## src/rtl/ff_pkg.sv

```systemverilog
// Edge-select encodings and the width helper shared by the edge counter slice.
package ff_pkg;

   localparam logic [1:0] EDGE_NONE = 2'b00;
   localparam logic [1:0] EDGE_RISE = 2'b01;
   localparam logic [1:0] EDGE_FALL = 2'b10;
   localparam logic [1:0] EDGE_BOTH = 2'b11;

   // Bits needed to hold values 0..value-1; bounded loop keeps it elaboration-friendly.
   function automatic int clog2(input int value);
      int result;
      result = 0;
      for (int i = 0; i < 31; i++) begin
         if ((1 << i) < value) begin
            result = i + 1;
         end
      end
      return result;
   endfunction

endpackage

```

## src/rtl/ff_debounce.sv

```systemverilog
// Debounce filter for a synchronous bit plus one-cycle rise/fall pulses.
// Filtered level and pulses update on the edge that completes STABLE_CYCLES of agreement.
module ff_debounce
   import ff_pkg::*;
#(
   parameter int   STABLE_CYCLES = 4,
   parameter logic IDLE_VAL      = 1'b0
) (
   input  logic clk_i,
   input  logic reset_i,
   input  logic data_i,
   output logic data_filt_o,
   output logic rise_o,
   output logic fall_o,
   output logic rise_nxt_o,
   output logic fall_nxt_o
);

   localparam int SW_RAW = clog2(STABLE_CYCLES + 1);
   localparam int SW     = (SW_RAW < 1) ? 1 : SW_RAW;
   localparam logic [SW-1:0] LAST = SW'(STABLE_CYCLES - 1);

   logic [SW-1:0] r_cnt;
   logic          r_filt;
   logic          r_rise;
   logic          r_fall;

   logic          w_diff;
   logic          w_accept;

   assign w_diff   = (data_i != r_filt);
   assign w_accept = w_diff && (r_cnt == LAST);

   // Exposed so the counter can commit in the same edge that raises the pulse.
   assign rise_nxt_o = w_accept &  data_i;
   assign fall_nxt_o = w_accept & ~data_i;

   always_ff @(posedge clk_i) begin
      if (reset_i) begin
         r_filt <= IDLE_VAL;
         r_cnt  <= '0;
         r_rise <= 1'b0;
         r_fall <= 1'b0;
      end else begin
         r_rise <= rise_nxt_o;
         r_fall <= fall_nxt_o;
         if (w_accept) begin
            r_filt <= data_i;
            r_cnt  <= '0;
         end else if (w_diff) begin
            r_cnt  <= r_cnt + SW'(1);
         end else begin
            r_cnt  <= '0;
         end
      end
   end

   assign data_filt_o = r_filt;
   assign rise_o      = r_rise;
   assign fall_o      = r_fall;

endmodule

```

## src/rtl/ff_edge_counter.sv

```systemverilog
// Debounced edge monitor: filtered level, rise/fall pulses and a saturating selected-edge count.
// Count and sticky overflow update on the same edge as the pulse; clear beats a same-cycle edge.
module ff_edge_counter
   import ff_pkg::*;
#(
   parameter int   STABLE_CYCLES = 4,
   parameter int   CNT_W         = 8,
   parameter logic IDLE_VAL      = 1'b0
) (
   input  logic             clk_i,
   input  logic             reset_i,
   input  logic             data_i,
   input  logic             enable_i,
   input  logic [1:0]       edge_sel_i,
   input  logic             clear_i,
   output logic             data_filt_o,
   output logic             rise_o,
   output logic             fall_o,
   output logic [CNT_W-1:0] count_o,
   output logic             ovf_o
);

   localparam logic [CNT_W-1:0] CNT_MAX = '1;

   logic             w_rise_nxt;
   logic             w_fall_nxt;
   logic             w_sel_rise;
   logic             w_sel_fall;
   logic             w_hit;

   logic [CNT_W-1:0] r_count;
   logic             r_ovf;

   ff_debounce #(
      .STABLE_CYCLES (STABLE_CYCLES),
      .IDLE_VAL      (IDLE_VAL)
   ) u_debounce (
      .clk_i       (clk_i),
      .reset_i     (reset_i),
      .data_i      (data_i),
      .data_filt_o (data_filt_o),
      .rise_o      (rise_o),
      .fall_o      (fall_o),
      .rise_nxt_o  (w_rise_nxt),
      .fall_nxt_o  (w_fall_nxt)
   );

   assign w_sel_rise = enable_i && w_rise_nxt &&
                       ((edge_sel_i == EDGE_RISE) || (edge_sel_i == EDGE_BOTH));
   assign w_sel_fall = enable_i && w_fall_nxt &&
                       ((edge_sel_i == EDGE_FALL) || (edge_sel_i == EDGE_BOTH));
   assign w_hit      = w_sel_rise || w_sel_fall;

   always_ff @(posedge clk_i) begin
      if (reset_i) begin
         r_count <= '0;
         r_ovf   <= 1'b0;
      end else if (clear_i) begin
         r_count <= '0;
         r_ovf   <= 1'b0;
      end else if (w_hit) begin
         if (r_count == CNT_MAX) begin
            r_ovf   <= 1'b1;
         end else begin
            r_count <= r_count + CNT_W'(1);
         end
      end
   end

   assign count_o = r_count;
   assign ovf_o   = r_ovf;

endmodule

```

## config.mk

```make
export PLATFORM = sky130hd
export DESIGN_NAME = ff_edge_counter
export DESIGN_NICKNAME = d
export VERILOG_FILES = /design/src/rtl/ff_pkg.sv /design/src/rtl/ff_debounce.sv /design/src/rtl/ff_edge_counter.sv
export SDC_FILE = /design/constraint.sdc
export NUM_CORES = 1
export LEC_CHECK = 0
export ABC_AREA = 1
export BUFFER_PORTS_ARGS = -buffer_cell sky130_fd_sc_hd__buf_2
export CORE_MARGIN = 4
export CORE_UTILIZATION = 49
export DETAILED_ROUTE_END_ITERATION = 6
export PLACE_DENSITY_LB_ADDON = 0.12
export SLEW_MARGIN = 5
export SYNTH_ARGS = -nofsm -noshare
export SYNTH_HDL_FRONTEND = slang
export SYNTH_SLANG_ARGS = --single-unit
```

## constraint.sdc

```tcl
create_clock -name clk_i -period 1.5 [get_ports clk_i]
set_clock_uncertainty 0.05 [all_clocks]
set_input_delay 0.3 -clock clk_i [delete_from_list [all_inputs] [get_ports clk_i]]
set_output_delay 0.3 -clock clk_i [all_outputs]
set_load 0.02 [all_outputs]
```

==> flow_metrics.env, run 1 <==
export IMPL_synthMuxAreaShare_pct=0
export IMPL_synthTopCellsByArea="dfxtp_1, nand2_1, nor2_1"
export IMPL_synth_top_area_cell="dfxtp_1"
export IMPL_setup_viol=0
export IMPL_nNetsFinal=129
export IMPL_cts_sinks=15
export IMPL_finalWorstSetupSlack_ps=64.6
export IMPL_vias=706
export IMPL_viasPerCell=5.31
export IMPL_synth_top_family_by_area="simple AND/OR/NAND/NOR gates"
export IMPL_slew_headroom_pct=80.5
export IMPL_cts_root_buf="clkbuf_4"
export IMPL_peakVddDrop_v=0.000555
export IMPL_cellPowerDensity_nw_per_um2=752
export IMPL_cts_buffers=3
export IMPL_wl_per_cell_um=12.8
export IMPL_synthAdderAreaFrac_pct=5.08
export IMPL_cp_required_ps=1640
export IMPL_drc=0
export IMPL_yosysWarnings=0
export IMPL_leakage_uw=0.000381
export IMPL_worstMarginPinSlew_ps=291
export IMPL_wl_mm=1.70
export IMPL_grt_max_degree=9
export IMPL_place_area_um2=856
export IMPL_cts_setup_buffers=0
export IMPL_outcome="finished clean"
export IMPL_syn_nets=105
export IMPL_ctsHoldBuffers=0
export IMPL_synthesis_area_um2=739
export IMPL_grt_pass1_wl_mm=2.57
export IMPL_fin_hold_ws_ps=165
export IMPL_fin_cells=133
export IMPL_clock_path_buffers=2
export IMPL_synth_seq_cells=15
export IMPL_slew_violations=0
export IMPL_crit_fanout=8
export IMPL_boundaryPins=19
export IMPL_worst_endpoint_arrival_ps=1580
export IMPL_synth_cell_types=21
export IMPL_crit_type="reg2reg"
export IMPL_ant_nets=0
export IMPL_ys_seq_area_share_pct=40.6
export IMPL_placed_cells=129
export IMPL_syn_area_per_cell_um2=7.78
export IMPL_startpoint_type="flip-flop"
export IMPL_syn_to_final_growth_pct=22.5
export IMPL_pre_cts_ws_ps=19.0
export IMPL_hold_path_class="in2reg"
export IMPL_drive_gt1_share_pct=36.4
export IMPL_hpwlAfterDp_mm=1.18
export IMPL_synth_edf_count=0
export IMPL_grt_pass1_vias=601
export IMPL_initial_core_util_pct=54.1
export IMPL_firstDrtPassIters=4
export IMPL_utilization_pct=66.3
export IMPL_synth_cells=95
export IMPL_nFillCells=135
export IMPL_io_buffers=18
export IMPL_die_height_um=46.8
export IMPL_synth_most_common_cell="nand2_1"
export IMPL_cp_end_kind="flip-flop"
export IMPL_grtUsageTotal_pct=17.4
export IMPL_die_width_um=46.8
export IMPL_finalCritPeriodShare_pct=95.7
export IMPL_yosysTopAreaCellShare_pct=40.6
export IMPL_core_area_um2=1370
export IMPL_path_clk_slew_ps=90
export IMPL_max_clock_freq_mhz=697
export IMPL_fp_dieArea_um2=2190
export IMPL_n_antenna_cell=0
export IMPL_cts_tree="yes"
export IMPL_finalInstanceArea_um2=906
export IMPL_synthFlopType="dfxtp_1"
export IMPL_period_minus_slack_ps=1440
export IMPL_place_gp_congestion=0.798
export IMPL_hold_viol=0
export IMPL_yosys_area_share_simple_pct=38.2
export IMPL_synth_xor_area_share_pct=3.55
export IMPL_overflow=0
export IMPL_synth_compound_area_share_pct=7.45
export IMPL_initialDrtViolationCount=11
export IMPL_rows=13
export IMPL_async_flop_share_pct=0
export IMPL_maxCapViolCount=0
export IMPL_htree_levels=1
export IMPL_ys_top_cells_by_count="nand2_1, dfxtp_1, nor2_1, inv_1, a21oi_1"
export IMPL_antenna_found_initial=0
export IMPL_clock_latency_ps=290
==> what timing repair did <==
item                       in CTS  in global routing
pin swaps                       0                  1
resized for setup               1                  7
setup endpoints to repair       1                  8
cloned                          0                  0
==> cell type report <==
type | instances | area [µm²] | area share [%]
Inverter | 10 | 37.5 | 4.14
Multi-Input combinational cell | 70 | 422 | 46.5
Clock buffer | 4 | 26.3 | 2.90
Sequential cell | 15 | 304 | 33.6
Tap cell | 15 | 18.8 | 2.07
Timing Repair Buffer | 19 | 97.6 | 10.8
==> sequential cells by signal (all words and copies together), names as in the netlist <==
signal / count
u_debounce.r_cnt: 3
ovf_o: 1
u_debounce.data_filt_o: 1
count_o: 8
u_debounce.fall_o: 1
u_debounce.rise_o: 1
==> report_power, final <==
group | leakage [µW] | total, µW | switching (µW) | internal [µW]
Clock | 0.0000150 | 240 | 136 | 104
Combinational | 0.000244 | 37.8 | 23.2 | 14.6
Sequential | 0.000122 | 404 | 2.26 | 402
Total | 0.000381 | 681 | 162 | 520
==> metal layers <==
| layer | track usage, % | wire length (µm) | up-vias |
|---|---|---|---|
| met4 | 11.6 | 43 | 0 |
| met5 | 0 | 0 | - |
| met1 | 21.3 | 748 | 319 |
| met3 | 4.60 | 92 | 5 |
| li1 | - | - | 362 |
| met2 | 26.6 | 815 | 20 |
==> placed cells by master (no fill, tap or decap), types with 2 or more instances in the layout <==
master | synthesis | final
buf_2 | 0 | 18
nand2_1 | 16 | 15
nor2_1 | 13 | 12
dfxtp_1 | 15 | 12
inv_1 | 8 | 8
a21oi_1 | 7 | 7
nand2_2 | 5 | 6
nand3_1 | 6 | 6
nand4_1 | 5 | 5
nor2_2 | 3 | 4
clkbuf_4 | 0 | 3
dfxtp_2 | 0 | 3
inv_2 | 2 | 2
nor4_1 | 2 | 2
xor2_1 | 2 | 2
==> critical path, stage by stage (launching register included) <==
cell     delay, ps
dfxtp_2        360
ha_1           230
inv_1          130
nor2_4          70
nand2_4        120
nand2_2         70
nor2_1         130
nand3_1         90
nand2_1         70
nor2_1          40
==> path summary, 6_finish.rpt <==
check                                          from             endpoint  slack (ps)  depth (start not counted)
worst max-delay path                     count_o[0]           count_o[7]          60                          9
worst min-delay path                        reset_i    u_debounce.rise_o         170                          2
worst max register to register           count_o[0]           count_o[7]          60                          9
worst min register to register  u_debounce.r_cnt[0]  u_debounce.r_cnt[0]         370                          1
==> through the flow <==
| stage | power, µW | setup TNS, ps |
|---|---|---|
| after floorplan | 428 | 0 |
| after global placement | 447 | 0 |
| after detailed placement | 447 | 0 |
| after CTS | 680 | 0 |
| after global routing | 718 | -2.98 |
| final | 681 | 0 |
==> logic make-up after synthesis <==
logic type / after synthesis
xor gates and xnor gates: 3
DFF: 15
AOI/OAI and AO/OA: 10
adders and majority gates: 3
buffers and inverters: 10
and+or+nand+nor: 54
(Power assumes the default switching activity.)
==> run 2, diff against run 1 <==
CELL_PAD_IN_SITES_DETAIL_PLACEMENT = 0   (was unset)
CELL_PAD_IN_SITES_GLOBAL_PLACEMENT = 1   (was unset)
CORE_MARGIN = unset   (was 4)
CORE_UTILIZATION = 36   (was 49)
==> flow_metrics.env, run 2 (same netlist as run 1, synthesis figures left out) <==
export IMPL_die_height_um=47.3
export IMPL_setup_tns_ps=0
export IMPL_cts_root_buf="clkbuf_4"
export IMPL_drive_gt1_share_pct=37.5
export IMPL_cts_tree="yes"
export IMPL_viasPerCell=4.64
export IMPL_largest_reg_flops=8
export IMPL_io_buffers=18
export IMPL_worst_endpoint_arrival_ps=1520
export IMPL_die_width_um=47.3
export IMPL_hpwlAfterDp_mm=1.13
export IMPL_slew_headroom_pct=79.7
export IMPL_mostFrequentLayoutCell="buf_2"
export IMPL_cellPowerDensity_nw_per_um2=726
export IMPL_slew_violations=0
export IMPL_peakVddDrop_v=0.000565
export IMPL_regArea_um2=303
export IMPL_rows=16
export IMPL_worstPathCellList="ha_2 > ha_4 > nand4_1 > nand2_2 > nand2_1 > nor2_2 > nand2_1 > nand2_1 > nor2_1"
export IMPL_grt_pass1_vias=564
export IMPL_critPathSlowestCell="dfxtp_2"
export IMPL_grtUsageTotal_pct=15.7
export IMPL_cts_sinks=15
export IMPL_max_clock_freq_mhz=725
export IMPL_cp_required_ps=1640
export IMPL_htree_levels=1
export IMPL_grt_pass1_wl_mm=2.46
export IMPL_clock_latency_ps=290
export IMPL_cts_buffers=3
export IMPL_cp_end_kind="flip-flop"
export IMPL_initial_core_util_pct=38.1
export IMPL_period_minus_slack_ps=1380
export IMPL_core_area_um2=1940
export IMPL_grt_max_degree=10
export IMPL_initialDrtViolationCount=10
export IMPL_place_gp_congestion=0.723
export IMPL_vias=682
export IMPL_fp_dieArea_um2=2240
export IMPL_cp_top_family="simple AND/OR/NAND/NOR gates"
export IMPL_wl_per_cell_um=10.1
export IMPL_cpPeakStageDelay_ps=340
export IMPL_path_clk_slew_ps=100
export IMPL_wl_mm=1.49
export IMPL_nNetsFinal=131
export IMPL_overflow=0
export IMPL_setup_viol=0
export IMPL_hold_viol=0
export IMPL_ant_nets=0
export IMPL_crit_buf_inv=0
export IMPL_ctsHoldBuffers=0
export IMPL_final_cell_mix="buf_2, nand2_1, dfxtp_1"
export IMPL_outcome="finished clean"
export IMPL_finalCritPeriodShare_pct=92.0
export IMPL_nFillCells=208
export IMPL_syn_to_final_growth_pct=26.6
export IMPL_crit_type="reg2reg"
export IMPL_startpoint_type="flip-flop"
export IMPL_rsz0062_at_grt="false"
export IMPL_worstMarginPinSlew_ps=303
export IMPL_crit_fanout=5
export IMPL_clock_path_buffers=2
export IMPL_hold_path_class="in2reg"
export IMPL_n_antenna_cell=0
export IMPL_firstDrtPassIters=3
export IMPL_antenna_found_initial=0
export IMPL_boundaryPins=19
export IMPL_drc=0
export IMPL_finalInstanceArea_um2=936
export IMPL_maxCapViolCount=0
export IMPL_place_area_um2=886
export IMPL_leakage_uw=0.000393
export IMPL_multi_input_comb_area_um2=422
export IMPL_path_common_cell="nand2_1"
-- run 2: layout make-up --
| class | instances | area share [%] |
|---|---|---|
| multi-input combinational | 70 | 45.1 |
| clock inverter | 1 | 0.535 |
| timing repair buffer | 21 | 12.0 |
| tap | 27 | 3.61 |
| inverter | 10 | 4.01 |
| sequential | 15 | 32.4 |
| clock buffer | 3 | 2.41 |
-- run 2: where the power goes --
part | internal, µW | total (µW) | switching, µW
Sequential | 402 | 404 | 1.96
Combinational | 14.2 | 36.9 | 22.7
Clock | 99.0 | 238 | 139
-- run 2: worst paths after layout --
path / start / to / slack [ps] / cells past startpoint
hold reg to reg: u_debounce.r_cnt[0] / u_debounce.r_cnt[0] / 360 / 1
hold / removal: reset_i / u_debounce.fall_o / 170 / 2
setup reg to reg: u_debounce.r_cnt[0] / count_o[5] / 120 / 9
setup / recovery: u_debounce.r_cnt[0] / count_o[5] / 120 / 9
-- run 2: timing repair --
action	CTS	global route
buffers inserted	0	0
gates resized for setup	0	7
endpoints found under the setup margin	0	8
-- run 2: worst reg2reg max path: cells and delay by family, from the launching register on --
kind          cells  cell delay [ps]
simple gates      7              570
flops             1              340
fa+ha+maj         2              330
-- run 2: layer usage --
metal  track usage [%]  routed length [µm]  up-vias
li1                  -                   -      369
met1              22.4                 798      301
met2              23.3                 639       10
met3              2.31                  43        2
met4              6.86                   9        0
met5                 0                   0        -
-- run 2: metrics by stage --
| stage | worst slack, ps | util, % | hold WS, ps | total power, µW | instances |
|---|---|---|---|---|---|
| after global placement | 113 | 45.6 | 356 | 448 | 143 |
| after CTS | 10.6 | 47.0 | 155 | 688 | 147 |
| after global routing | 3.58 | 48.2 | 166 | 713 | 147 |
| final | 120 | 48.2 | 171 | 679 | 147 |
| after floorplan | 57.6 | - | 328 | 428 | 95 |
| after detailed placement | 40.7 | 45.6 | 367 | 449 | 143 |
==> run 3, diff against run 2 <==
SLEW_MARGIN = unset   (was 5)
clock period = 1.45 ns   (was 1.5 ns; I/O delays follow)
==> flow_metrics.env, run 3 (same netlist as run 1, synthesis figures left out) <==
export IMPL_htree_levels=1
export IMPL_die_width_um=47.3
export IMPL_grt_pass1_wl_mm=2.44
export IMPL_core_area_um2=1940
export IMPL_finalCritPeriodShare_pct=91.7
export IMPL_place_gp_congestion=0.723
export IMPL_startpoint="u_debounce.r_cnt[0]"
export IMPL_wl_per_cell_um=10.2
export IMPL_hpwlAfterDp_mm=1.13
export IMPL_crit_type="reg2reg"
export IMPL_slew_headroom_pct=79.8
export IMPL_cts_root_buf="clkbuf_4"
export IMPL_r2r_start="u_debounce.r_cnt[0]"
export IMPL_wl_mm=1.53
export IMPL_largest_reg_flops=8
export IMPL_final_cell_mix="buf_2, nand2_1, dfxtp_1"
export IMPL_hold_path_class="in2reg"
export IMPL_n_antenna_cell=0
export IMPL_setup_viol=0
export IMPL_maxCapViolCount=0
export IMPL_worst_endpoint_arrival_ps=1470
export IMPL_clock_path_buffers=2
export IMPL_cp_end_kind="flip-flop"
export IMPL_setup_tns_ps=0
export IMPL_slew_violations=0
export IMPL_initialDrtViolationCount=11
export IMPL_power_switching_uw=173
export IMPL_grt_pass1_vias=567
export IMPL_antenna_found_initial=0
export IMPL_switching_share_pct=24.5
export IMPL_max_clock_freq_mhz=752
export IMPL_ctsHoldBuffers=0
export IMPL_fp_dieArea_um2=2240
export IMPL_p_clk_share_pct=35.2
export IMPL_leakage_uw=0.000406
export IMPL_drc=0
export IMPL_boundaryPins=19
export IMPL_crit_fanout=5
export IMPL_viasPerCell=4.67
export IMPL_overflow=0
export IMPL_hold_start="reset_i"
export IMPL_hold_viol=0
export IMPL_p_int_uw=534
export IMPL_cts_tree="yes"
export IMPL_worstMarginPinSlew_ps=301
export IMPL_peakVddDrop_v=0.000582
export IMPL_cp_required_ps=1590
export IMPL_firstDrtPassIters=4
export IMPL_clock_latency_ps=300
export IMPL_power_frac_seq_pct=59.3
export IMPL_cts_sinks=15
export IMPL_startpoint_type="flip-flop"
export IMPL_pwr_share_comb_pct=5.5
export IMPL_vias=701
export IMPL_nNetsFinal=134
export IMPL_placed_cells=143
export IMPL_cts_buffers=3
export IMPL_syn_to_final_growth_pct=32.1
export IMPL_ant_nets=0
export IMPL_drive_gt1_share_pct=42.3
export IMPL_rsz0062_at_grt="false"
export IMPL_rows=16
export IMPL_die_height_um=47.3
export IMPL_initial_core_util_pct=38.1
export IMPL_grtUsageTotal_pct=15.6
export IMPL_io_buffers=18
export IMPL_fin_cells=150
export IMPL_path_clk_slew_ps=100
export IMPL_period_minus_slack_ps=1330
export IMPL_cellPowerDensity_nw_per_um2=724
export IMPL_nFillCells=206
export IMPL_grt_max_degree=10
export IMPL_outcome="finished clean"
export IMPL_mostFrequentLayoutCell="buf_2"
==> run 3: final timing paths <==
kind	end	slack [ps]	depth (start not counted)
max	count_o[5]	120	9
min	u_debounce.fall_o	150	2
max reg2reg	count_o[5]	120	9
min reg2reg	u_debounce.r_cnt[0]	390	1
==> run 3: routing by layer <==
metal  vias up  share of wire [%]  GRT usage (%)
met5         -                  0              0
met4         0                1.8           6.86
met3         4                2.9           2.31
met2        12                 42           23.3
met1       313                 53           22.1
li1        372                  -              -
==> run 3: stage by stage <==
step / instance area (µm²) / utilization (%) / hold WS [ps] / total power, µW / setup slack [ps]
after detailed placement: 886 / 45.6 / 367 / 464 / -9.34
after floorplan: 739 / - / 318 / 443 / 7.55
after global routing: 977 / 50.3 / 156 / 740 / 5.09
final: 977 / 50.3 / 149 / 707 / 120
after global placement: 886 / 45.6 / 356 / 464 / 63.4
after CTS: 927 / 47.7 / 145 / 713 / 4.87
==> run 3: final cells by class <==
type | instances | area (µm²) | share of cell area (%)
Inverter | 10 | 37.5 | 3.84
Clock buffer | 3 | 22.5 | 2.30
Timing Repair Buffer | 24 | 135 | 13.8
Tap cell | 27 | 33.8 | 3.46
Clock inverter | 1 | 5.00 | 0.512
Sequential cell | 15 | 304 | 31.1
Multi-Input combinational cell | 70 | 439 | 44.9
==> run 3: power by group through the flow <==
stage          clock [µW]  sequential [µW]  combinational [µW]
5_1_grt               276              420                44.3
3_3_place_gp            0              427                37.0
3_5_place_dp            0              427                37.5
2_1_floorplan           0              427                15.8
6_report              249              419                39.2
4_1_cts               257              418                37.8
==> run 3: repair_timing <==
action,in CTS,in global routing
pin swaps,4,6
setup endpoints to repair,1,9
gates cloned,0,0
buffers inserted,1,2
resized for setup,3,9
==> run 3: critical path: stages, from the launching register on <==
cell,delay [ps]
dfxtp_2,360
ha_4,140
ha_4,140
nand4_1,100
nand2_2,130
nand2_2,70
nor2_2,100
nand2_1,60
nand2_1,50
nor2_1,40
